===== src/rtl/prog_loader_pkg.sv =====
// Shared definitions for the boot-time program loader: FSM states,
// error codes and memory geometry of the target CPU.
package prog_loader_pkg;

    localparam int DEPTH_MAX = 32;
    localparam int ADDR_W    = 5;

    typedef enum logic [2:0] {
        ST_IDLE,
        ST_LEN,
        ST_DATA,
        ST_CSUM,
        ST_RUN,
        ST_HALTED,
        ST_ERROR
    } state_t;

    localparam logic [1:0] ERR_NONE = 2'd0;
    localparam logic [1:0] ERR_LEN  = 2'd1;
    localparam logic [1:0] ERR_CSUM = 2'd2;
    localparam logic [1:0] ERR_WDOG = 2'd3;

endpackage


===== src/rtl/loader_wdog.sv =====
// RUN-phase cycle counter for the program loader. Holds at zero while
// clr is high, counts while en is high, and stops at its terminal count
// (WDOG_CYCLES-1), where tc stays asserted.
module loader_wdog #(
    parameter int WDOG_CYCLES = 1024
) (
    input  logic CLK,
    input  logic RST_N,
    input  logic clr,
    input  logic en,
    output logic tc
);

    localparam int CNT_W = $clog2(WDOG_CYCLES + 1);
    localparam logic [CNT_W-1:0] LAST = CNT_W'(WDOG_CYCLES - 1);

    logic [CNT_W-1:0] cnt;

    assign tc = (cnt == LAST);

    // Count RUN cycles; the value equals the index of the current RUN cycle.
    always_ff @(posedge CLK or negedge RST_N) begin
        if (!RST_N) begin
            cnt <= '0;
        end else if (clr) begin
            cnt <= '0;
        end else if (en && !tc) begin
            cnt <= cnt + CNT_W'(1);
        end
    end

endmodule


===== src/rtl/prog_loader.sv =====
// Boot-time program loader. Accepts a framed byte stream (length, program
// bytes, checksum), writes the program into the CPU memory, verifies the
// 8-bit additive checksum, then releases CPU reset until the CPU halts.
// Optional RUN watchdog: define PROG_LOADER_WATCHDOG_EN to build it in.
module prog_loader
    import prog_loader_pkg::*;
#(
    parameter int DEPTH       = DEPTH_MAX,
    parameter int WDOG_CYCLES = 1024
) (
    input  logic              CLK,
    input  logic              RST_N,
    input  logic              START,
    input  logic              IN_VALID,
    output logic              IN_READY,
    input  logic [7:0]        IN_DATA,
    output logic              MEM_WE,
    output logic [ADDR_W-1:0] MEM_ADDR,
    output logic [7:0]        MEM_WDATA,
    output logic              CPU_RST,
    input  logic              CPU_HALT,
    output logic              BUSY,
    output logic              DONE,
    output logic              ERR,
    output logic [1:0]        ERR_CODE
);

    localparam logic [7:0] DEPTH_B = 8'(DEPTH);

    state_t          state;
    state_t          state_nx;
    logic [ADDR_W:0] cnt;
    logic [ADDR_W:0] len;
    logic [7:0]      sum;
    logic            accept;
    logic            len_bad;
    logic            last_byte;
    logic            csum_ok;
    logic            wdog_tc;

    assign accept    = IN_VALID & IN_READY;
    assign len_bad   = (IN_DATA == 8'd0) || (IN_DATA > DEPTH_B);
    assign last_byte = ((cnt + (ADDR_W+1)'(1)) == len);
    assign csum_ok   = (IN_DATA == sum);

`ifdef PROG_LOADER_WATCHDOG_EN
    loader_wdog #(
        .WDOG_CYCLES (WDOG_CYCLES)
    ) u_wdog (
        .CLK   (CLK),
        .RST_N (RST_N),
        .clr   (state != ST_RUN),
        .en    (state == ST_RUN),
        .tc    (wdog_tc)
    );
`else
    // No counter in this build: RUN waits for HALT indefinitely.
    assign wdog_tc = 1'b0 && (WDOG_CYCLES > 0);
`endif

    // Next-state decode; HALT has priority over START and the watchdog in RUN.
    always_comb begin
        state_nx = state;
        case (state)
            ST_IDLE:   if (START) state_nx = ST_LEN;
            ST_LEN:    if (accept) state_nx = len_bad ? ST_ERROR : ST_DATA;
            ST_DATA:   if (accept && last_byte) state_nx = ST_CSUM;
            ST_CSUM:   if (accept) state_nx = csum_ok ? ST_RUN : ST_ERROR;
            ST_RUN: begin
                if (CPU_HALT)     state_nx = ST_HALTED;
                else if (wdog_tc) state_nx = ST_ERROR;
            end
            ST_HALTED: if (START) state_nx = ST_LEN;
            ST_ERROR:  if (START) state_nx = ST_LEN;
            default:   state_nx = ST_IDLE;
        endcase
    end

    // State register, registered status outputs, frame datapath and memory write port.
    always_ff @(posedge CLK or negedge RST_N) begin
        if (!RST_N) begin
            state     <= ST_IDLE;
            IN_READY  <= 1'b0;
            BUSY      <= 1'b0;
            DONE      <= 1'b0;
            ERR       <= 1'b0;
            CPU_RST   <= 1'b1;
            ERR_CODE  <= ERR_NONE;
            MEM_WE    <= 1'b0;
            MEM_ADDR  <= '0;
            MEM_WDATA <= '0;
            cnt       <= '0;
            len       <= '0;
            sum       <= '0;
        end else begin
            state    <= state_nx;
            IN_READY <= (state_nx == ST_LEN) || (state_nx == ST_DATA) || (state_nx == ST_CSUM);
            BUSY     <= (state_nx == ST_LEN) || (state_nx == ST_DATA) ||
                        (state_nx == ST_CSUM) || (state_nx == ST_RUN);
            DONE     <= (state_nx == ST_HALTED);
            ERR      <= (state_nx == ST_ERROR);
            CPU_RST  <= !((state_nx == ST_RUN) || (state_nx == ST_HALTED));
            MEM_WE   <= 1'b0;
            case (state)
                ST_LEN: begin
                    if (accept) begin
                        if (len_bad) begin
                            ERR_CODE <= ERR_LEN;
                        end else begin
                            len <= IN_DATA[ADDR_W:0];
                            cnt <= '0;
                            sum <= '0;
                        end
                    end
                end
                ST_DATA: begin
                    if (accept) begin
                        MEM_WE    <= 1'b1;
                        MEM_ADDR  <= cnt[ADDR_W-1:0];
                        MEM_WDATA <= IN_DATA;
                        cnt       <= cnt + (ADDR_W+1)'(1);
                        sum       <= sum + IN_DATA;
                    end
                end
                ST_CSUM: begin
                    if (accept && !csum_ok) ERR_CODE <= ERR_CSUM;
                end
                ST_RUN: begin
                    if (!CPU_HALT && wdog_tc) ERR_CODE <= ERR_WDOG;
                end
                ST_HALTED, ST_ERROR: begin
                    if (START) ERR_CODE <= ERR_NONE;
                end
                default: ;
            endcase
        end
    end

endmodule


===== config.mk =====
export PLATFORM = sky130hd
export DESIGN_NAME = prog_loader
export DESIGN_NICKNAME = d
export VERILOG_FILES = /design/src/rtl/prog_loader_pkg.sv /design/src/rtl/loader_wdog.sv /design/src/rtl/prog_loader.sv
export SDC_FILE = /design/constraint.sdc
export NUM_CORES = 1
export LEC_CHECK = 0
export CORE_MARGIN = 10
export CORE_UTILIZATION = 40
export CTS_CLUSTER_SIZE = 10
export DETAILED_ROUTE_END_ITERATION = 6
export PLACE_DENSITY = 0.63
export SETUP_SLACK_MARGIN = 0.02
export SLEW_MARGIN = 15
export SYNTH_ARGS = -nofsm -noshare
export SYNTH_HDL_FRONTEND = slang
export SYNTH_SLANG_ARGS = --single-unit

===== constraint.sdc =====
create_clock -name CLK -period 2.4 [get_ports CLK]
set_clock_uncertainty 0.2 [all_clocks]
set_input_delay 0.48 -clock CLK [delete_from_list [all_inputs] [get_ports CLK]]
set_output_delay 0.48 -clock CLK [all_outputs]
set_load 0.03 [all_outputs]

==> flow_metrics.env, run 1 <==
export IMPL_ys_seq_area_frac=0.480
export IMPL_ant_nets=0
export IMPL_port_buffer_count=33
export IMPL_busiest_layer="met2"
export IMPL_crit_path_start_kind="flop"
export IMPL_slew_viol_final=0
export IMPL_endpoint_kind="flop"
export IMPL_cts_sinks=44
export IMPL_fp_dieW_um=95.8
export IMPL_min_path_type="flop to flop"
export IMPL_fin_tns_setup_ps=0
export IMPL_start_util=0.415
export IMPL_swShare=0.402
export IMPL_use_met3=0.0342
export IMPL_clock_path_buffers=2
export IMPL_cp_slowest_cell="or4b_4"
export IMPL_drive_gt1_frac=0.307
export IMPL_pre_cts_slack_ps=-570
export IMPL_cts_buffers_inserted=5
export IMPL_tightestPinTransition_ps=503
export IMPL_power_frac_clock=0.114
export IMPL_outcome="finished, final reports clean"
export IMPL_ys_types=50
export IMPL_n_antenna_cell=0
export IMPL_setup_viol=0
export IMPL_grt_overflow=0
export IMPL_worstPathCellList="or4b_4, or3_4, a21oi_4, buf_6, mux2_2"
export IMPL_place_gp_congestion=0.838
export IMPL_rows=27
export IMPL_grt_usage=0.122
export IMPL_core_area_um2=5540
export IMPL_worstPathArrival_ps=2340
export IMPL_fmax_ghz=0.425
export IMPL_cts_root_buf="clkbuf_8"
export IMPL_hold_viol=0
export IMPL_routed_wl_mm=5.42
export IMPL_vias_per_cell=5.28
export IMPL_syn_avg_cell_area_um2=11.7
export IMPL_dr_total_vias=1789
export IMPL_syn_inst=197
export IMPL_p_comb_frac=0.555
export IMPL_dr_pass1_iters=4
export IMPL_syn_area_um2=2300
export IMPL_ioPinCount=34
export IMPL_period_share=0.980
export IMPL_worst_slack_ps=48.2
export IMPL_fin_crit_ps=2350
export IMPL_met2_usage=0.186
export IMPL_grt_antenna_before_repair=0
export IMPL_crit_buf_inv=1
export IMPL_p_sw_mw=1.64
export IMPL_synth_edf_count=0
export IMPL_slew_headroom=0.665
export IMPL_grt_max_degree=26
export IMPL_cp_top_family="simple AND/OR/NAND/NOR gates"
export IMPL_power_density_nw_per_um2=1290
export IMPL_p_leak_nw=1.37
export IMPL_slowest_delay_ps=530
export IMPL_rsz0062_at_grt="true"
export IMPL_yosys_register_bits=44
export IMPL_yosys_warnings=0
export IMPL_insertion_delay_ps=310
export IMPL_multi_input_area_um2=1240
export IMPL_async_reset_ff_frac=1.00
export IMPL_fin_nets=288
export IMPL_cp_max_fo=4
export IMPL_drv_cap=0
export IMPL_p_int_mw=2.43
export IMPL_syn_nets=219
export IMPL_pwr_share_seq=0.331
export IMPL_die_height_um=95.8
export IMPL_drt_wirelength_per_cell_um=16.0
export IMPL_seq_area_um2=1100
export IMPL_area_delta_synth_final_pct=37.3
export IMPL_cts_tree="done"
export IMPL_peakVddDrop_uv=617
export IMPL_path_class="flop to flop"
export IMPL_cp_required_ps=2390
export IMPL_clkTransAtPathRegs_ps=80
export IMPL_cts_max_level=2
export IMPL_nFillCells=487
export IMPL_synth_ff_type="dfrtp_1"
export IMPL_grt_pass1_wl_mm=8.87
export IMPL_drcViolationCount=0
export IMPL_dieArea_um2=9180
export IMPL_grt_pass1_vias=1810
export IMPL_dp_hpwl_mm=3.99
export IMPL_drt_initial_drc_count=99
export IMPL_met1_usage=0.159
state kept, by name, indices dropped and copies added (netlist names), 2 cells and up:
register   flops
MEM_WDATA      8
sum            8
ERR_CODE       2
cnt            6
state          3
MEM_ADDR       5
len            6
metal layers:
| layer | part of all wire | routed length (um) | vias up |
|---|---|---|---|
| met5 | 0 | 0 | - |
| met4 | 0.016 | 89 | 0 |
| met1 | 0.46 | 2510 | 871 |
| met2 | 0.46 | 2480 | 38 |
| met3 | 0.064 | 348 | 6 |
| li1 | - | - | 874 |
synth_stat cells, drive strengths merged, types with 2 or more instances:
cell	count	area (um^2)
a21o	6	45.0
a21oi	7	46.3
a22o	10	87.6
a31oi	3	18.8
buf	3	26.3
clkbuf	5	18.8
dfrtp	43	1080
ha	8	100
inv	3	11.3
mux2	21	236
nand2	8	30.0
nand2b	4	25.0
nand3	9	45.0
nand3b	2	15.0
nor2	3	13.8
nor2b	3	18.8
nor3	4	20.0
nor4	3	18.8
o211ai	2	15.0
o21a	2	15.0
o21ai	9	45.0
o311ai	2	17.5
or3	2	17.5
or4	2	18.8
xnor2	10	87.6
xor2	5	43.8
kinds of logic after synthesis:
kind of cell    after synthesis  share of synthesized area
compound gates               51                      0.164
xor+xnor                     15                     0.0572
fa+ha+maj                     9                     0.0523
buf+inv                      11                     0.0245
flops                        44                      0.480
mux                          22                      0.107
simple gates                 45                      0.115
final timing paths:
kind	startpoint	cells past startpoint	end	slack, ps
setup / recovery	state[1]	5	len[3]	50
hold / removal	MEM_ADDR[3]	1	MEM_ADDR[3]	310
setup reg to reg	state[1]	5	len[3]	50
hold reg to reg	MEM_ADDR[3]	1	MEM_ADDR[3]	310
max in group asynchronous	RST_N	3	CPU_RST	940
min in group asynchronous	RST_N	2	MEM_WDATA[7]	480
cell type report:
class                      count  area share
tap                           72      0.0285
clock buffer                   6      0.0230
inverter                       3     0.00357
multi-input combinational    142       0.392
timing repair buffer          70       0.199
sequential                    44       0.349
clock inverter                 2     0.00397
metrics by stage:
stage                      util  std cells  hold slack [ps]  area [um^2]  power, mW
final                     0.570        339              306         3160       4.07
after global routing      0.570        339              328         3160       4.36
after CTS                 0.554        338              312         3070       3.98
after detailed placement  0.531        329              279         2940       3.47
after global placement    0.531        329              288         2940       3.45
after floorplan               -        197            -15.6         2300       2.66
repair_timing:
action                     4_1_cts  5_1_grt
cloned                           0        0
pin swaps                        4        9
hold endpoints to repair        19        0
resized for setup               18       13
buffers inserted                 0        1
hold buffers                     1        0
setup endpoints to repair       28       10
power groups by stage:
stage | clock network [mW] | registers, mW | logic (mW)
2_1_floorplan | 0 | 1.59 | 1.07
3_3_place_gp | 0 | 1.34 | 2.11
6_report | 0.465 | 1.35 | 2.26
5_1_grt | 0.502 | 1.39 | 2.46
3_5_place_dp | 0 | 1.34 | 2.13
4_1_cts | 0.478 | 1.33 | 2.17
worst reg2reg max path, cell delays in order, from the launching register on:
cell,delay [ps]
dfrtp_1,390
or4b_4,530
or3_4,420
a21oi_4,240
buf_6,150
mux2_2,310
cells in the final DEF (no fill, tap or decap), types with 3 or more instances in the layout:
master,netlist,layout
a21o_1,6,6
a21oi_1,6,6
a22o_1,10,10
buf_4,0,31
buf_6,2,4
clkbuf_8,0,5
clkdlybuf4s50_1,0,25
dfrtp_1,43,43
dlygate4sd2_1,0,4
ha_1,8,5
ha_4,0,3
mux2_2,21,18
mux2_4,0,3
nand2_1,8,8
nand2b_1,4,4
nand3_1,9,9
nor2b_1,3,3
nor3_1,4,3
o21ai_0,9,9
xnor2_1,10,10
xor2_1,5,5
Note: power is estimated with default switching activity, not from simulation.
==> run 2: changes to the inputs <==
--- a/config.mk
+++ b/config.mk
@@ -6,10 +6,11 @@
 export NUM_CORES = 1
 export LEC_CHECK = 0
 export CORE_MARGIN = 10
-export CORE_UTILIZATION = 40
+export CORE_UTILIZATION = 30
 export CTS_CLUSTER_SIZE = 10
 export DETAILED_ROUTE_END_ITERATION = 6
-export PLACE_DENSITY = 0.63
+export MAX_ROUTING_LAYER = met4
+export PLACE_DENSITY = 0.5
 export SETUP_SLACK_MARGIN = 0.02
 export SLEW_MARGIN = 15
 export SYNTH_ARGS = -nofsm -noshare
==> run 2 against run 1 <==
  * Combinational power grew 4%
  * First-iteration DRC count shrank 65%
  * Critical path depth grew 1
  * Sequential share of layout area shrank 1.1 points
  * Critical endpoint is now len[0]
  * Worst setup slack gained 2.7 ps
  * Sequential power is essentially flat
  * Non-clock buffer count grew 7
==> flow_metrics.env, run 2 (synthesis gave the netlist of run 1 again) <==
export IMPL_outcome="finished, final reports clean"
export IMPL_nFillCells=719
export IMPL_cts_sinks=44
export IMPL_hold_viol=0
export IMPL_dr_pass1_iters=4
export IMPL_rows=31
export IMPL_endpoint_kind="flop"
export IMPL_worstPathCellList="dlygate4sd2_1, or4_4, or3_4, a21oi_4, buf_6, mux2_2"
export IMPL_place_gp_congestion=0.808
export IMPL_path_class="input pin to flop"
export IMPL_p_total_mw=4.34
export IMPL_tightestPinTransition_ps=494
export IMPL_vias_per_cell=4.94
export IMPL_fin_area_um2=3250
export IMPL_dieArea_um2=11600
export IMPL_cp_required_ps=2380
export IMPL_period_share=0.979
export IMPL_ioPinCount=34
export IMPL_drcViolationCount=0
export IMPL_drt_wirelength_per_cell_um=15.9
export IMPL_fin_crit_ps=2350
export IMPL_met2_usage=0.164
export IMPL_peakVddDrop_uv=600
export IMPL_use_met3=0.0263
export IMPL_crit_buf_inv=2
export IMPL_slowest_delay_ps=470
export IMPL_n_antenna_cell=0
export IMPL_insertion_delay_ps=290
export IMPL_min_path_type="input pin to flop"
export IMPL_rsz0062_at_grt="false"
export IMPL_r2r_start="state[1]"
export IMPL_seq_area_um2=1100
export IMPL_crit_cells=6
export IMPL_cts_buffers_inserted=5
export IMPL_grt_overflow=0
export IMPL_ant_nets=0
export IMPL_cts_root_buf="clkbuf_8"
export IMPL_p_sw_mw=1.65
export IMPL_grt_antenna_before_repair=0
export IMPL_critPathCapture="len[0]"
export IMPL_worst_slack_ps=50.9
export IMPL_slew_headroom=0.671
export IMPL_drt_initial_drc_count=35
export IMPL_fmax_ghz=0.426
export IMPL_r2r_slack_ps=170
export IMPL_pwr_share_seq=0.304
export IMPL_startpoint="IN_DATA[4]"
export IMPL_multi_input_area_um2=1220
export IMPL_p_int_mw=2.69
export IMPL_die_height_um=108
export IMPL_dp_hpwl_mm=4.37
export IMPL_routed_wl_mm=5.95
export IMPL_busiest_layer="met2"
export IMPL_layout_commonest_cell="dfrtp_1"
export IMPL_grt_max_degree=26
export IMPL_area_delta_synth_final_pct=41.6
export IMPL_met1_usage=0.145
export IMPL_swShare=0.380
export IMPL_drive_gt1_frac=0.318
export IMPL_fin_util=0.442
export IMPL_drv_cap=0
export IMPL_cp_max_fo=4
export IMPL_dpl_cell_count=359
export IMPL_cts_max_level=2
export IMPL_worstPathArrival_ps=2330
export IMPL_cts_tree="done"
export IMPL_grt_pass1_wl_mm=9.92
export IMPL_reg_top3="MEM_WDATA (8), sum (8)"
export IMPL_dr_total_vias=1841
export IMPL_start_util=0.312
export IMPL_fp_dieW_um=108
export IMPL_p_comb_frac=0.539
export IMPL_clkTransAtPathRegs_ps=90
export IMPL_power_frac_clock=0.157
export IMPL_fin_tns_setup_ps=0
export IMPL_crit_path_start_kind="input pin"
export IMPL_grt_usage=0.109
export IMPL_cp_slowest_cell="or4_4"
export IMPL_slew_viol_final=0
export IMPL_worst_r2r_path_depth=5
export IMPL_cp_top_family="simple AND/OR/NAND/NOR gates"
export IMPL_clock_path_buffers=2
export IMPL_stdcell_count=373
export IMPL_core_area_um2=7370
export IMPL_port_buffer_count=33
export IMPL_fin_nets=295
export IMPL_setup_viol=0
export IMPL_power_density_nw_per_um2=1330
export IMPL_p_leak_nw=1.43
export IMPL_pre_cts_slack_ps=-609
export IMPL_hold_ws_ps=300
export IMPL_final_cell_mix="dfrtp_1 (43), buf_4 (40), clkdlybuf4s50_1 (24), mux2_2 (17)"
export IMPL_grt_pass1_vias=1920
export IMPL_rr_endpoint="len[0]"
export IMPL_placed_cell_area_um2=3000
==> run 2: power by group through the flow <==
stage / Sequential (mW) / Clock, mW / Combinational, mW
floorplan: 1.59 / 0 / 1.07
global placement: 1.32 / 0 / 2.18
detailed placement: 1.33 / 0 / 2.19
CTS: 1.32 / 0.708 / 2.29
global route: 1.36 / 0.740 / 2.56
finish: 1.32 / 0.680 / 2.34
==> run 2: how the worst min path moves through the flow <==
stage	from	to	slack, ps	depth (start not counted)
floorplan	RST_N	BUSY	-20	0
global placement	RST_N	MEM_WDATA[6]	280	1
detailed placement	RST_N	MEM_WDATA[6]	280	1
CTS	MEM_WDATA[5]	MEM_WDATA[5]	310	1
global route	IN_DATA[3]	len[3]	300	2
finish	IN_DATA[3]	len[3]	300	2
==> run 2: area by class of cell <==
class                   count  area share
inverters                   3     0.00346
clock inverters             2      0.0185
clock buffers               6      0.0223
well taps                  99      0.0381
repair buffers             77       0.203
multi-input cells         142       0.376
flip-flops and latches     44       0.339
==> run 2: worst register-to-register path, delay by kind of cell, from the launching register on <==
kind	cells	cell delay, ps
mux	1	320
flops	1	380
buf+inv	1	140
compound gates	1	220
simple gates	2	860
==> run 2: what timing repair did <==
item	4_1_cts	5_1_grt
endpoints found under the setup margin	28	21
pin swaps	7	6
hold buffers	1	0
resized for setup	18	12
hold endpoints to repair	18	0
buffers inserted	4	1
==> run 2: layer usage <==
layer  wire (um)  vias up
li1            -      896
met1        3000      906
met2        2660       35
met3         264        4
met4          30        0
met5           0        -
